===== src/rtl/fir_sample_source.sv =====
// Stimulus source for the FIR filter sample port: emits impulse/step/ramp/LFSR bursts at a programmed cadence.
// Define FIR_SOURCE_CONTINUOUS_EN to make count=0 an endless burst (otherwise count=0 yields a bare done pulse).
module fir_sample_source #(
    parameter int          WIDTH     = 24,
    parameter logic [23:0] LFSR_SEED = 24'hACE1F5
) (
    input  logic                    clk,
    input  logic                    rst,
    input  logic                    start,
    input  logic                    stop,
    input  logic [1:0]              mode,
    input  logic [15:0]             period,
    input  logic [15:0]             count,
    input  logic signed [WIDTH-1:0] amplitude,
    output logic signed [WIDTH-1:0] input_sig,
    output logic                    ready,
    output logic                    busy,
    output logic                    done
);

    typedef enum logic [1:0] {IDLE, RUN, DONE} state_t;

    state_t                  state;
    logic [15:0]             div;
    logic [15:0]             k;
    logic [23:0]             lfsr;
    logic signed [WIDTH-1:0] ramp_r;
    logic [1:0]              mode_r;
    logic [15:0]             period_r;
    logic [15:0]             count_r;
    logic signed [WIDTH-1:0] amp_r;
    logic                    burst_end;
    logic                    zero_count;

    // Galois form of x^24+x^23+x^22+x^17+1, shifting toward bit 0.
    function automatic logic [23:0] lfsr_next(input logic [23:0] s);
        lfsr_next = s[0] ? ((s >> 1) ^ 24'hE10000) : (s >> 1);
    endfunction

    function automatic logic signed [WIDTH-1:0] lfsr_sample(input logic [23:0] s);
        logic signed [23:0] v;
        v = s;
        lfsr_sample = WIDTH'(v);
    endfunction

    function automatic logic signed [WIDTH-1:0] pattern(
        input logic [1:0]              m,
        input logic                    first,
        input logic signed [WIDTH-1:0] amp,
        input logic signed [WIDTH-1:0] ramp,
        input logic [23:0]             s
    );
        case (m)
            2'd0:    pattern = first ? amp : '0;
            2'd1:    pattern = amp;
            2'd2:    pattern = ramp;
            default: pattern = lfsr_sample(s);
        endcase
    endfunction

`ifdef FIR_SOURCE_CONTINUOUS_EN
    assign burst_end  = (count_r != 16'd0) && (k == count_r);
    assign zero_count = 1'b0;
`else
    assign burst_end  = (k == count_r);
    assign zero_count = (count == 16'd0);
`endif

    always_ff @(posedge clk) begin
        if (rst) begin
            state     <= IDLE;
            div       <= '0;
            k         <= '0;
            lfsr      <= LFSR_SEED;
            input_sig <= '0;
            ready     <= 1'b0;
            busy      <= 1'b0;
            done      <= 1'b0;
        end else begin
            ready <= 1'b0;
            done  <= 1'b0;
            case (state)
                IDLE: begin
                    if (start) begin
                        mode_r   <= mode;
                        period_r <= period;
                        count_r  <= count;
                        amp_r    <= amplitude;
                        div      <= '0;
                        if (zero_count) begin
                            state  <= DONE;
                            done   <= 1'b1;
                            k      <= '0;
                            lfsr   <= LFSR_SEED;
                            ramp_r <= amplitude;
                        end else begin
                            // Sample 0 goes out on the first RUN cycle, so it is produced here.
                            state     <= RUN;
                            busy      <= 1'b1;
                            ready     <= 1'b1;
                            input_sig <= pattern(mode, 1'b1, amplitude, amplitude, LFSR_SEED);
                            lfsr      <= lfsr_next(LFSR_SEED);
                            ramp_r    <= amplitude + WIDTH'(1);
                            k         <= 16'd1;
                        end
                    end
                end
                RUN: begin
                    if (stop) begin
                        state <= IDLE;
                        busy  <= 1'b0;
                    end else if (burst_end) begin
                        state <= DONE;
                        busy  <= 1'b0;
                        done  <= 1'b1;
                    end else if (div == period_r) begin
                        div       <= '0;
                        ready     <= 1'b1;
                        input_sig <= pattern(mode_r, 1'b0, amp_r, ramp_r, lfsr);
                        lfsr      <= lfsr_next(lfsr);
                        ramp_r    <= ramp_r + WIDTH'(1);
                        k         <= k + 16'd1;
                    end else begin
                        div <= div + 16'd1;
                    end
                end
                DONE: begin
                    state <= IDLE;
                end
                default: begin
                    state <= IDLE;
                    busy  <= 1'b0;
                end
            endcase
        end
    end

endmodule


===== config.mk =====
export PLATFORM = sky130hd
export DESIGN_NAME = fir_sample_source
export DESIGN_NICKNAME = d
export VERILOG_FILES = /design/src/rtl/fir_sample_source.sv
export SDC_FILE = /design/constraint.sdc
export NUM_CORES = 1
export LEC_CHECK = 0
export ABC_AREA = 1
export ABC_CLOCK_PERIOD_IN_PS = 8400
export CORE_AREA = 2 2 198 200
export DETAILED_ROUTE_END_ITERATION = 8
export DIE_AREA = 0 0 200 202
export GPL_TIMING_DRIVEN = 0
export PLACE_DENSITY = 0.43
export SKIP_CTS_REPAIR_TIMING = 1
export SLEW_MARGIN = 10
export SYNTH_ARGS = -nofsm -noshare
export SYNTH_HDL_FRONTEND = slang
export SYNTH_SLANG_ARGS = --single-unit

===== constraint.sdc =====
create_clock -name clk -period 8.4 [get_ports clk]
set_clock_uncertainty 0.05 [all_clocks]
set_input_delay 1.68 -clock clk [delete_from_list [all_inputs] [get_ports clk]]
set_output_delay 1.68 -clock clk [all_outputs]
set_load 0.02 [all_outputs]

==> flow_summary.yaml, run 1 <==
placement:
  placed_area_um2: 11100
  io_buffers: 88
  place.gp.congestion: 0.884
  place.detailed.hpwl_um: 25100
critical_path:
  path_max_fanout: 10
  end_kind: "flop"
  worstSetupPathType: "in2reg"
  cp.depth: 10
  cp_top_family: "simple AND/OR/NAND/NOR gates"
  startpoint_type: "input port"
  crit_path_frequent_cell: "nand2_1"
  path_buf_inv: 3
  rr_worst_depth: 7
  critPathSlowestCell: "clkdlybuf4s50_1"
  required_ns: 8.52
  cp_slowest_stage_delay_ns: 0.42
  critPathArrivalTime_ns: 3.91
  crit_chain: "clkdlybuf4s50_1 -> or2_2 -> nor3_1 -> nand2_1 -> buf_2 -> clkbuf_1 -> nand2_1 -> o21ai_0 -> nand2_1 -> o21ai_0"
synthesis:
  yosysTopAreaCellShare: 0.260
  synth_compound_area_frac: 0.0930
  yosys.area_share.simple: 0.329
  yosysWarnings: 0
  yosys.area.top_type: "edfxtp_1"
  synthCells: 1320
  syn_nets: 1386
  synthAdderAreaFrac: 0.00529
  async_flop_share: 0
  ys_types: 43
  synth-seq-cells: 167
  syn-cell-area_um2: 9450
  synth_edf_count: 82
  synthFlopType: "dfxtp_1"
  synth_mux_area_frac: 0
  synth_area_leaders: "edfxtp_1 (26%), dfxtp_1 (18%), nand2_1 (14%)"
  avgSynthCellArea_um2: 7.16
  synth_top_family_by_area: "simple AND/OR/NAND/NOR gates"
  yosysSeqAreaShare: 0.440
  synth-xor-area-share: 0.0426
min_path:
  holdCritPathClass: "reg2reg"
  whs_path_depth: 2
job:
  max-cap-violations: 0
cts:
  cts_sinks: 167
  htree_levels: 4
  cts.path.max_buffers: 2
  cts_tree: "done"
  clock-root-buffer: "clkbuf_16"
  clk_pin_slew_ns: 0.07
  clk_latency_ns: 0.46
  cts_buffers: 17
floorplan:
  boundaryPins: 89
  die_w_um: 200
  die_h_um: 202
  fp.coreArea_um2: 38300
  die_area_um2: 40400
  start_util: 0.247
  row_count: 72
grt:
  antenna_found_initial: 0
  grt_pass1_vias: 8574
  grt_pass1_wl_um: 49900
  grt_max_degree: 27
  track_usage: 0.164
  grt-ovfl-total: 0
timing:
  finalSetupViolCount: 0
  period_share: 0.450
  tightest_slew_ns: 0.746
  slew_headroom: 0.503
  finalHoldViolCount: 0
  timing.fmax_ghz: 0.264
  rsz0062_at_grt: "false"
  tns_ns: 0
  drv_slew: 0
  min_period_ns: 3.78
pwr:
  pwr-share-clk: 0.382
  combPwrFrac: 0.159
  max-vdd-ir-drop_uv: 113
  internal-power_w: 0.00143
  leakage_nw: 4.62
  p_per_area_nw_per_um2: 175
  switching_share: 0.297
  p_sw_w: 0.000603
  p_seq_frac: 0.459
drt:
  vias: 8795
  wire_per_inst_um: 16.4
  wirelength_um: 32200
  drt_first_pass_iters: 5
  drc: 0
  ant_nets: 0
  vias_per_cell: 4.48
  drt_iter0_drc: 570
layout:
  antenna_cells: 0
  drive_gt1_frac: 0.0651
  synthToLayoutAreaGrowth_pct: 22.9
  nNetsFinal: 1496
  finalInstanceArea_um2: 11600
outcome:
  status: "completed"
metrics by stage:
stage                     total power, W  setup slack, ns   util  hold WS, ns  cells
after detailed placement         0.00127             4.07  0.289        0.405   1929
after global routing             0.00212             4.42  0.303        0.448   1961
after CTS                        0.00205             4.54  0.303        0.421   1961
after floorplan                  0.00112             3.46      -        0.379   1320
after global placement           0.00127             1.23  0.287        0.399   1926
final                            0.00203             4.62  0.303        0.427   1961
cells in the mapped netlist, types with 4 or more instances:
cell type  instances
nand2_1          351
nor2_1           186
inv_1            150
nand3_1          116
o21ai_0           91
dfxtp_1           85
edfxtp_1          82
a21oi_1           54
xor2_1            29
nor3_1            24
clkbuf_1          23
nand4_1           20
xnor2_1           17
buf_2             14
inv_2              8
o21ai_1            7
a211oi_1           6
or2_2              5
buf_4              4
buf_6              4
ha_1               4
nor2_2             4
layout make-up:
cell class | count | area (um2)
Multi-Input combinational cell | 944 | 4450
Buffer | 49 | 248
Timing Repair Buffer | 91 | 948
Tap cell | 518 | 648
Sequential cell | 167 | 4160
Fill cell | 4176 | 26700
Clock inverter | 13 | 88.8
Inverter | 160 | 603
Clock buffer | 19 | 464
logic make-up (layout without fill, tap and decap cells):
group,Yosys count,after routing
fa+ha+maj,4,4
xor+xnor,46,46
simple gates,726,726
buf+inv,209,332
flops,167,167
compound gates,168,168
worst paths after layout:
kind	from	end	slack (ns)
hold / removal	lfsr[2]	lfsr[2]	0.43
setup / recovery	count[9]	ramp_r[13]	4.62
hold reg to reg	lfsr[2]	lfsr[2]	0.43
setup reg to reg	state[0]	ramp_r[14]	5.84
power by group through the flow:
stage          Combinational, W  Sequential, W  Clock, W
2_1_floorplan          0.000162       0.000956         0
3_3_place_gp           0.000316       0.000952         0
3_5_place_dp           0.000323       0.000950         0
4_1_cts                0.000324       0.000932  0.000793
5_1_grt                0.000358       0.000936  0.000823
6_report               0.000322       0.000931  0.000776
per-layer routing:
layer / global-route usage / routed length [um]
met5: 0 / 0
met2: 0.273 / 15000
met1: 0.220 / 15300
met3: 0.0325 / 1530
met4: 0.0352 / 317
worst register-to-register path: cells and delay by family (launching register included):
| kind | cells | cell delay [ns] |
|---|---|---|
| buffers and inverters | 5 | 1.55 |
| AOI/OAI and AO/OA | 1 | 0.24 |
| DFF | 1 | 0.36 |
| and+or+nand+nor | 1 | 0.07 |
state kept, by name, indices dropped and copies added, names as in the netlist, 16 cells and up:
name and count:
amp_r 24, input_sig 24, lfsr 24, ramp_r 24, count_r 16, div 16, k 16, period_r 16
cell usage in the layout, fill, tap and decap left out, types with 8 or more instances in the layout:
cell / Yosys / routed
clkbuf_16: 0 / 18
nand3_1: 116 / 116
xor2_1: 29 / 29
buf_2: 14 / 14
edfxtp_1: 82 / 82
nor2_1: 186 / 184
nand2_1: 351 / 351
nand4_1: 20 / 20
o21ai_0: 91 / 91
clkbuf_1: 23 / 23
a21oi_1: 54 / 54
clkdlybuf4s50_1: 0 / 88
inv_1: 150 / 150
nor3_1: 24 / 24
dfxtp_1: 85 / 85
inv_2: 8 / 8
xnor2_1: 17 / 17
Note: power is estimated with default switching activity, not from simulation.
==> run 2, diff against run 1 <==
--- a/config.mk
+++ b/config.mk
@@ -6,12 +6,12 @@
 export NUM_CORES = 1
 export LEC_CHECK = 0
 export ABC_AREA = 1
-export ABC_CLOCK_PERIOD_IN_PS = 8400
+export ABC_CLOCK_PERIOD_IN_PS = 3300
 export CORE_AREA = 2 2 198 200
 export DETAILED_ROUTE_END_ITERATION = 8
 export DIE_AREA = 0 0 200 202
 export GPL_TIMING_DRIVEN = 0
-export PLACE_DENSITY = 0.43
+export PLACE_DENSITY = 0.44
 export SKIP_CTS_REPAIR_TIMING = 1
 export SLEW_MARGIN = 10
 export SYNTH_ARGS = -nofsm -noshare
==> constraint.sdc (replaced) <==
create_clock -name clk -period 3.3 [get_ports clk]
set_clock_uncertainty 0.05 [all_clocks]
set_input_delay 0.66 -clock clk [delete_from_list [all_inputs] [get_ports clk]]
set_output_delay 0.66 -clock clk [all_outputs]
set_load 0.02 [all_outputs]
==> run 2 against run 1 <==
Against the previous run:
- worst hold slack worse by 0.0063 ns
- global-route usage fell by 0.080 points
- critical path depth is the same
- total power grew to 2.6 times the previous value
- clock power grew to 2.7 times the previous value
- register-to-register slack got worse by 5.1 ns
- largest cell class unchanged
- highest routed layer unchanged
==> flow_summary.yaml, run 2 (synthesis results as in run 1) <==
floorplan:
  boundaryPins: 89
  start_util: 0.247
  die_area_um2: 40400
  row_count: 72
  die_h_um: 202
  fp.coreArea_um2: 38300
  die_w_um: 200
layout:
  fin_util: 0.304
  final_cell_mix: "nand2_1 (351), nor2_1 (184), inv_1 (150)"
  nNetsFinal: 1496
  drive_gt1_frac: 0.0644
  antenna_cells: 0
  synthToLayoutAreaGrowth_pct: 23.3
  layout.cells.most_common: "nand2_1"
cts:
  htree_levels: 4
  clock-root-buffer: "clkbuf_16"
  clk_pin_slew_ns: 0.08
  clk_latency_ns: 0.46
  cts_sinks: 167
  cts_tree: "done"
  cts.path.max_buffers: 2
  cts_buffers: 17
grt:
  grt_pass1_vias: 8537
  grt_pass1_wl_um: 49600
  track_usage: 0.164
  antenna_found_initial: 0
  grt_max_degree: 27
  grt-ovfl-total: 0
timing:
  finalSetupViolCount: 0
  period_share: 0.822
  drv_slew: 0
  slew_headroom: 0.466
  tightest_slew_ns: 0.801
  finalHoldViolCount: 0
  timing.fmax_ghz: 0.368
  rsz0062_at_grt: "false"
  min_period_ns: 2.71
pwr:
  leakage_nw: 4.63
  p_per_area_nw_per_um2: 453
  total_power_w: 0.00528
  max-vdd-ir-drop_uv: 268
critical_path:
  startpoint_type: "input port"
  worstSetupPathType: "in2reg"
  end_kind: "flop"
  rrSetupSlack_ns: 0.77
  critPathArrivalTime_ns: 2.85
  path_max_fanout: 10
  required_ns: 3.44
drt:
  wire_per_inst_um: 16.4
  drt_first_pass_iters: 5
  vias: 8860
  drc: 0
  drt_iter0_drc: 668
  ant_nets: 0
  wirelength_um: 32200
  vias_per_cell: 4.52
outcome:
  status: "completed"
min_path:
  holdCritPathClass: "reg2reg"
job:
  max-cap-violations: 0
placement:
  place.detailed.hpwl_um: 25000
  io_buffers: 88
  place.gp.congestion: 0.885
run 2: per-stage QoR:
stage / instances / TNS (ns) / setup slack, ns / instance area (um2) / hold slack [ns]
after CTS: 1961 / 0 / 0.609 / 11700 / 0.422
after floorplan: 1320 / 0 / 0.355 / 9460 / 0.379
after global placement: 1926 / -106.25 / -1.33 / 11000 / 0.397
after detailed placement: 1929 / 0 / 0.125 / 11100 / 0.406
final: 1961 / 0 / 0.586 / 11700 / 0.420
after global routing: 1961 / 0 / 0.430 / 11700 / 0.469
run 2: cell type report:
class	count	area, um2
Timing Repair Buffer	91	948
Multi-Input combinational cell	944	4450
Clock buffer	21	482
Clock inverter	11	106
Tap cell	518	648
Buffer	49	248
Sequential cell	167	4160
Inverter	160	603
Fill cell	4190	26600
run 2: routing by layer:
| layer | wire length, um | vias up | global-route usage |
|---|---|---|---|
| met5 | 0 | - | 0 |
| met3 | 1610 | 36 | 0.0285 |
| li1 | - | 4478 | - |
| met2 | 14800 | 217 | 0.269 |
| met4 | 595 | 0 | 0.0474 |
| met1 | 15200 | 4129 | 0.219 |
run 2: path summary, 6_finish.rpt:
check / cells after the start / start / endpoint
worst max register to register: 7 / state[0] / ramp_r[14]
worst min-delay path: 2 / lfsr[2] / lfsr[2]
worst max-delay path: 10 / count[7] / ramp_r[13]
worst min register to register: 2 / lfsr[2] / lfsr[2]
run 2: worst max-delay path, stage by stage:
cell             delay [ns]
clkdlybuf4s50_1        0.41
or2_2                  0.29
nor3_1                 0.24
nand2_1                0.23
buf_2                  0.28
clkbuf_1               0.29
nand2_1                0.14
o21ai_0                0.11
nand2_1                0.09
o21ai_0                0.09
run 2: report_power, final:
part	internal, W	switching (W)	total [W]
Combinational	0.000300	0.000520	0.000820
Clock	0.00114	0.000947	0.00209
Sequential	0.00229	0.0000760	0.00237
Total	0.00374	0.00154	0.00528
==> run 3, diff against run 2 <==
--- a/config.mk
+++ b/config.mk
@@ -6,12 +6,12 @@
 export NUM_CORES = 1
 export LEC_CHECK = 0
 export ABC_AREA = 1
-export ABC_CLOCK_PERIOD_IN_PS = 3300
+export ABC_CLOCK_PERIOD_IN_PS = 2800
 export CORE_AREA = 2 2 198 200
 export DETAILED_ROUTE_END_ITERATION = 8
 export DIE_AREA = 0 0 200 202
 export GPL_TIMING_DRIVEN = 0
-export PLACE_DENSITY = 0.44
+export PLACE_DENSITY = 0.43
 export SKIP_CTS_REPAIR_TIMING = 1
 export SLEW_MARGIN = 10
 export SYNTH_ARGS = -nofsm -noshare
==> constraint.sdc (replaced) <==
create_clock -name clk -period 2.8 [get_ports clk]
set_clock_uncertainty 0.05 [all_clocks]
set_input_delay 0.56 -clock clk [delete_from_list [all_inputs] [get_ports clk]]
set_output_delay 0.56 -clock clk [all_outputs]
set_load 0.02 [all_outputs]
==> run 3 against run 2 <==
Against the previous run:
- clock power grew 16%
- combinational power rose by 18%
- global-route usage about the same
- highest routed layer unchanged
==> flow_summary.yaml, run 3 (synthesis results as in run 1) <==
drt:
  top_layer_used: "met4"
  drc: 0
  drt_iter0_drc: 652
  wire_per_inst_um: 16.3
  vias_per_cell: 4.46
  ant_nets: 0
  drt_first_pass_iters: 4
  wl_met3_um: 1600
  wl_met2_um: 14700
  wirelength_um: 32100
  wl_met1_um: 15200
  vias: 8754
cts:
  clk_latency_ns: 0.46
  clock-root-buffer: "clkbuf_16"
  clk_pin_slew_ns: 0.07
  cts.path.max_buffers: 2
  cts_sinks: 167
  cts_buffers: 17
  cts_tree: "done"
  htree_levels: 4
critical_path:
  crit_path_frequent_cell: "nand2_1"
  cp_slowest_stage_delay_ns: 0.41
  path_buf_inv: 3
  required_ns: 2.92
  worstSetupPathType: "in2reg"
  end_kind: "flop"
  cp_top_family: "simple AND/OR/NAND/NOR gates"
  path_max_fanout: 10
  startpoint_type: "input port"
  critPathArrivalTime_ns: 2.71
  crit_chain: "clkdlybuf4s50_1 -> or2_2 -> nor3_1 -> nand2_1 -> buf_2 -> clkbuf_1 -> nand2_1 -> o21ai_0 -> nand2_1 -> o21ai_0"
  critPathSlowestCell: "clkdlybuf4s50_1"
timing:
  tightest_slew_ns: 0.725
  timing.fmax_ghz: 0.385
  slew_headroom: 0.516
  drv_slew: 0
  finalHoldViolCount: 0
  rsz0062_at_grt: "false"
  min_period_ns: 2.60
  finalSetupViolCount: 0
  tns_ns: 0
  period_share: 0.927
pwr:
  total_power_w: 0.00619
  max-vdd-ir-drop_uv: 349
  leakage_nw: 4.63
  p_per_area_nw_per_um2: 531
floorplan:
  die_w_um: 200
  start_util: 0.247
  boundaryPins: 89
  fp.coreArea_um2: 38300
  die_h_um: 202
  row_count: 72
  die_area_um2: 40400
grt:
  grt-ovfl-total: 0
  antenna_found_initial: 0
  grt_pass1_vias: 8402
  grt_max_degree: 27
  track_usage: 0.164
  grt_pass1_wl_um: 49300
layout:
  seq_area_um2: 4160
  fin_util: 0.304
  multi_input_area_um2: 4450
  instances_no_fill: 1961
  drive_gt1_frac: 0.0651
  nFillCells: 4159
  layout.cells.most_common: "nand2_1"
  final_cell_mix: "nand2_1 (351), nor2_1 (184), inv_1 (150)"
  antenna_cells: 0
  nNetsFinal: 1496
  synthToLayoutAreaGrowth_pct: 23.3
placement:
  placed_cells: 1929
  io_buffers: 88
  place.detailed.hpwl_um: 25200
  place.gp.congestion: 0.870
min_path:
  holdCritPathClass: "reg2reg"
outcome:
  status: "completed"
job:
  max-cap-violations: 0
run 3: cell types whose count changed in the layout (fill, tap and decap cells not counted), sizes merged:
cell / delta
clkinv: +3
clkbuf: -2
inv: -1
run 3: worst min-delay path, cell delays in order, from the launching register on:
cell and delay (ns):
dfxtp_1 0.33, nand2_1 0.05, nand3_1 0.06
run 3: power breakdown:
| group | switching [W] | internal, W | leakage [nW] |
|---|---|---|---|
| Combinational | 0.000611 | 0.000354 | 2.88 |
| Sequential | 0.0000892 | 0.00270 | 1.46 |
| Clock | 0.00113 | 0.00130 | 0.293 |
| Total | 0.00183 | 0.00436 | 4.63 |
run 3: layer usage:
| metal | global-route usage | up-vias |
|---|---|---|
| met5 | 0 | - |
| met2 | 0.264 | 201 |
| met4 | 0.0452 | 0 |
| met3 | 0.0310 | 24 |
| li1 | - | 4488 |
| met1 | 0.223 | 4041 |
run 3: path summary, 6_finish.rpt:
path                     end  startpoint  cells past startpoint  slack (ns)
setup / recovery  ramp_r[13]    count[9]                     10        0.20
hold reg to reg      lfsr[2]     lfsr[2]                      2        0.42
hold / removal       lfsr[2]     lfsr[2]                      2        0.42
setup reg to reg  ramp_r[12]    state[0]                      7        0.29
run 3: stage by stage:
stage / area [um2] / hold WS (ns) / setup slack, ns
global placement: 11000 / 0.396 / -1.65
global route: 11700 / 0.445 / 0.0461
detailed placement: 11100 / 0.403 / -0.254
finish: 11700 / 0.421 / 0.204
floorplan: 9460 / 0.379 / 0.0169
CTS: 11700 / 0.423 / 0.219
run 3: area by class of cell:
class                   instances  area share
plain buffers                  49      0.0213
clock buffers                  19      0.0389
clock inverters                13      0.0115
inverters                     160      0.0518
multi-input cells             944       0.382
flip-flops and latches        167       0.357
well taps                     518      0.0556
repair buffers                 91      0.0814
==> variant 1, RTL diff (flow settings as in run 1) <==
`WIDTH`: 24 -> 48.
--- a/src/rtl/fir_sample_source.sv
+++ b/src/rtl/fir_sample_source.sv
@@ -1,7 +1,7 @@
 // Stimulus source for the FIR filter sample port: emits impulse/step/ramp/LFSR bursts at a programmed cadence.
 // Define FIR_SOURCE_CONTINUOUS_EN to make count=0 an endless burst (otherwise count=0 yields a bare done pulse).
 module fir_sample_source #(
-    parameter int          WIDTH     = 24,
+    parameter int          WIDTH     = 48,
     parameter logic [23:0] LFSR_SEED = 24'hACE1F5
 ) (
     input  logic                    clk,
Ports: changed (resized amplitude and input_sig); port bits go from 89 to 137. The function was not compared with the original's and may differ.
==> variant 1 against run 1 <==
- sequential cell count grew 72
- count of clock-buffer cells in the layout grew 24
- synthesized cell count grew 52%
- utilization grew 15 points
- final area grew 48%
- wire length grew 74%
- critical path depth shrank 1
- power grew 62%
- synthesized area grew 49%
- critical path type unchanged
- critical endpoint is now ramp_r[37]$_DFFE_PP_
- die area is the same
- register-to-register slack lost 470 ps
- worst setup slack lost 410 ps
==> variant 1: results <==
[min_path]
hp-class = register to register
hp-start = lfsr[4]$_SDFFE_PP1P_
hold_path_end = lfsr[4]$_SDFFE_PP1P_

[cells_and_area]
final.fill_count = 4081
final_cells = 2720
nNetsFinal = 2267
drive_gt1_frac = 0.0563

[pwr]
p_comb_mw = 0.596
sequentialPower_mw = 1.37
ir_drop_v = 0.000168
swShare = 0.303
power_clock_mw = 1.31
leakagePower_nw = 6.89

[critical_path]
cp-endpoint = ramp_r[37]$_DFFE_PP_
timing.critical_path.from = amplitude[6]
reg2reg_slack_ps = 5370
regToRegEndpoint = ramp_r[36]$_DFFE_PP_
arrival_ps = 4480
reg2reg_from = div[11]$_SDFFE_PP0P_
path_max_fanout = 6
cpPeakStageDelay_ps = 700
r2r_cells = 14

[timing]
hold-worst-slack_ps = 407
worst_pin_slew_ps = 1150
max_freq_mhz = 239

[clock_tree]
cts_max_level = 1
clk_path_buf_depth = 3
numCtsBuffers = 31
root_buffer = clkbuf_16
clkLatencyLatePin_ps = 600

[global_routing]
grt_usage = 0.276
antenna_found_initial = 1
grt-ovfl-total = 0
grt_pass1_vias = 13500
grt_max_degree = 26

[synth]
netlist_top_cells_count = nand2_1 (586), nor2_1 (234), inv_1 (227)
ys_types = 48
synth_edf_count = 130
ys_seq_area_frac = 0.432
synth_fp_nets = 2094
syn_avg_cell_area_um2 = 7.03
synthTopCellsByArea = edfxtp_1 (28%), nand2_1 (16%), dfxtp_1 (15%)

[detailed_routing]
drtIter0Drc = 1321
routed_via_density = 5.22
routed_wl_mm = 55.9

[placed_design]
gp_congestion = 0.953
dp_hpwl_mm = 43.4
dpl_cell_area_mm2 = 0.0162
dp_slack_ps = 3700
portBuffers = 135

[run_status]
outcome = complete, no violations
variant 1: cell types whose count changed in the layout (fill, tap and decap cells not counted), moves of 16 or more:
cell	before	now
nand2_1	351	586
inv_1	150	227
o21ai_0	91	153
nand3_1	116	169
edfxtp_1	82	130
nor2_1	184	232
clkdlybuf4s50_1	88	135
nor3_1	24	67
xor2_1	29	59
o22ai_1	3	31
clkbuf_1	23	50
dfxtp_1	85	109
a21oi_1	54	36
nand4_1	20	36
variant 1: area by class of cell:
type | count | area (um2) | area share
buffer | 76 | 348 | 0.0202
antenna | 1 | 2.50 | 0.000145
clock buffer | 43 | 881 | 0.0512
multi-input combinational | 1449 | 6770 | 0.393
sequential | 239 | 6090 | 0.354
clock inverter | 14 | 109 | 0.00632
timing repair buffer | 140 | 1470 | 0.0852
inverter | 240 | 901 | 0.0523
tap | 518 | 648 | 0.0377
variant 1: cell families (layout without fill, tap and decap cells):
| group | Yosys count | after routing | synth area share |
|---|---|---|---|
| compound gates | 247 | 247 | 0.0952 |
| xor+xnor | 64 | 64 | 0.0398 |
| fa+ha+maj | 4 | 4 | 0.00355 |
| buf+inv | 316 | 513 | 0.0886 |
| flops | 239 | 239 | 0.432 |
| mux | 1 | 1 | 0.000710 |
| other cells | 0 | 1 | 0 |
| simple gates | 1133 | 1133 | 0.340 |
variant 1: per-layer routing:
layer | up-vias | part of all wire | track usage
met2 | 522 | 0.43 | 0.414
met4 | 0 | 0.037 | 0.0995
met5 | - | 0 | 0
li1 | 6894 | - | -
met3 | 104 | 0.078 | 0.0471
met1 | 6667 | 0.46 | 0.398
variant 1: critical path: cells and delay by family:
kind / cells / cell delay (ps)
buffers and inverters: 1 / 700
and+or+nand+nor: 8 / 2090
==> variant 2, RTL diff (settings of run 1) <==
Without the edit above. Encoding of `state_t`: now one-hot (3 bits for 3 states).
--- a/src/rtl/fir_sample_source.sv
+++ b/src/rtl/fir_sample_source.sv
@@ -18,7 +18,7 @@
     output logic                    done
 );
 
-    typedef enum logic [1:0] {IDLE, RUN, DONE} state_t;
+    typedef enum logic [2:0] {IDLE = 3'b001, RUN = 3'b010, DONE = 3'b100} state_t;
 
     state_t                  state;
     logic [15:0]             div;
Behaviour: no difference found for any inputs over 4 cycles, from zero or initial values and one cycle with rst high; so few cycles prove little.
==> variant 2 against run 1 <==
- die area is the same
- worst setup slack worse by 240 ps
- highest routed layer unchanged
- synthesized area rose by 2.6%
- final area up 2.6%
- power is 7.0% higher
- sequential share of layout area decreased by 0.73 points
- wire length increased by 6.1%
- sequential cell count increased by 1
- critical endpoint unchanged
==> variant 2: results <==
[synth]
synth_fp_nets = 1462
ys_seq_area_frac = 0.431
synthAdderAreaFrac = 0.00516
synthTopCellsByArea = edfxtp_1 (25%), dfxtp_1 (18%), nand2_1 (18%)
synthCells = 1396
ys_types = 38
synth-compound-area-share = 0.0877
netlist_top_cells_count = nand2_1 (453), inv_1 (160), nand3_1 (131)
synth-async-reset-ratio = 0
synth.area.mux_share = 0
synth_xor_area_frac = 0.0352

[global_routing]
grt_pass1_wl_mm = 52.3
grt_max_degree = 25
grt_pass1_vias = 8744
grt_usage = 0.172

[timing]
slew_headroom = 0.446

[detailed_routing]
route.met2.wl_mm = 15.0
routedLengthMet1_mm = 16.8
drt-pass1-iter-count = 5
detail_route.wl_per_cell_um = 16.7
num_vias = 9390
routed_wl_mm = 34.2
wl_met3_mm = 1.73
drtIter0Drc = 687

[placed_design]
place_inst = 2008
portBuffers = 87
dp_slack_ps = 4010
dp_hpwl_mm = 26.5
dpl_cell_area_mm2 = 0.0113
gp_congestion = 0.867

[pwr]
ir_drop_v = 0.000155
leakagePower_nw = 4.77

[critical_path]
cpPeakStageDelay_ps = 580
crit_family = buffers and inverters
arrival_ps = 4170
path_max_fanout = 10
crit_path_top_delay_cell = clkbuf_1
r2r_cells = 10

[cells_and_area]
nNetsFinal = 1575
diodes = 0
final.fill_count = 4209
drive_gt1_frac = 0.0572

[clock_tree]
clk_path_buf_depth = 2
root_buffer = clkbuf_16
clkTransAtPathRegs_ps = 80
clkLatencyLatePin_ps = 450
numCtsBuffers = 17

[run_status]
outcome = complete, no violations
## variant 2: changes by cell type after synthesis, sizes merged, moves of 9 or more
cell / before / now
clkbuf: 24 / 36
inv: 159 / 169
or2: 5 / 14
nor2: 193 / 132
nand2: 356 / 456
a21oi: 54 / 81
o21ai: 98 / 39
nand3: 119 / 131
a32oi: 0 / 14
nor3: 26 / 48
xnor2: 17 / 3
## variant 2: final timing paths
check	slack (ps)	start	endpoint
max	4380	count[15]	ramp_r[13]$_DFFE_PP_
min	430	lfsr[2]$_SDFFE_PP1P_	lfsr[2]$_SDFFE_PP1P_
max reg2reg	5740	state[1]$_SDFFE_PP0P_	input_sig[15]$_SDFFE_PP0P_
min reg2reg	430	lfsr[2]$_SDFFE_PP1P_	lfsr[2]$_SDFFE_PP1P_
## variant 2: routing by layer
metal  global-route usage  vias up
li1                     -     4747
met1                0.248     4353
met2                0.262      253
met3               0.0315       37
met4               0.0479        0
met5                    0        -
## variant 2: power breakdown
| part | internal (mW) | leakage [nW] | switching, mW | total, mW |
|---|---|---|---|---|
| logic | 0.136 | 3.00 | 0.241 | 0.377 |
| clock network | 0.465 | 0.309 | 0.360 | 0.825 |
| registers | 0.925 | 1.46 | 0.0446 | 0.969 |
## variant 2: layout make-up
cell class                 count  area, um2  share of cell area
multi-input combinational   1002       4640               0.389
inverter                     170        638              0.0535
sequential                   168       4180               0.351
tap                          518        648              0.0544
clock inverter                 9       72.6             0.00609
clock buffer                  23        547              0.0459
buffer                        56        250              0.0210
timing repair buffer          94        936              0.0785
## variant 2: logic make-up after synthesis
group	after synthesis
xor+xnor	39
compound gates	150
flops	168
fa+ha+maj	4
simple gates	809
buf+inv	226
## variant 2: worst min-delay path: stages (launching register included)
cell and delay (ps):
dfxtp_1 320, nand2_1 60, nand3_1 50
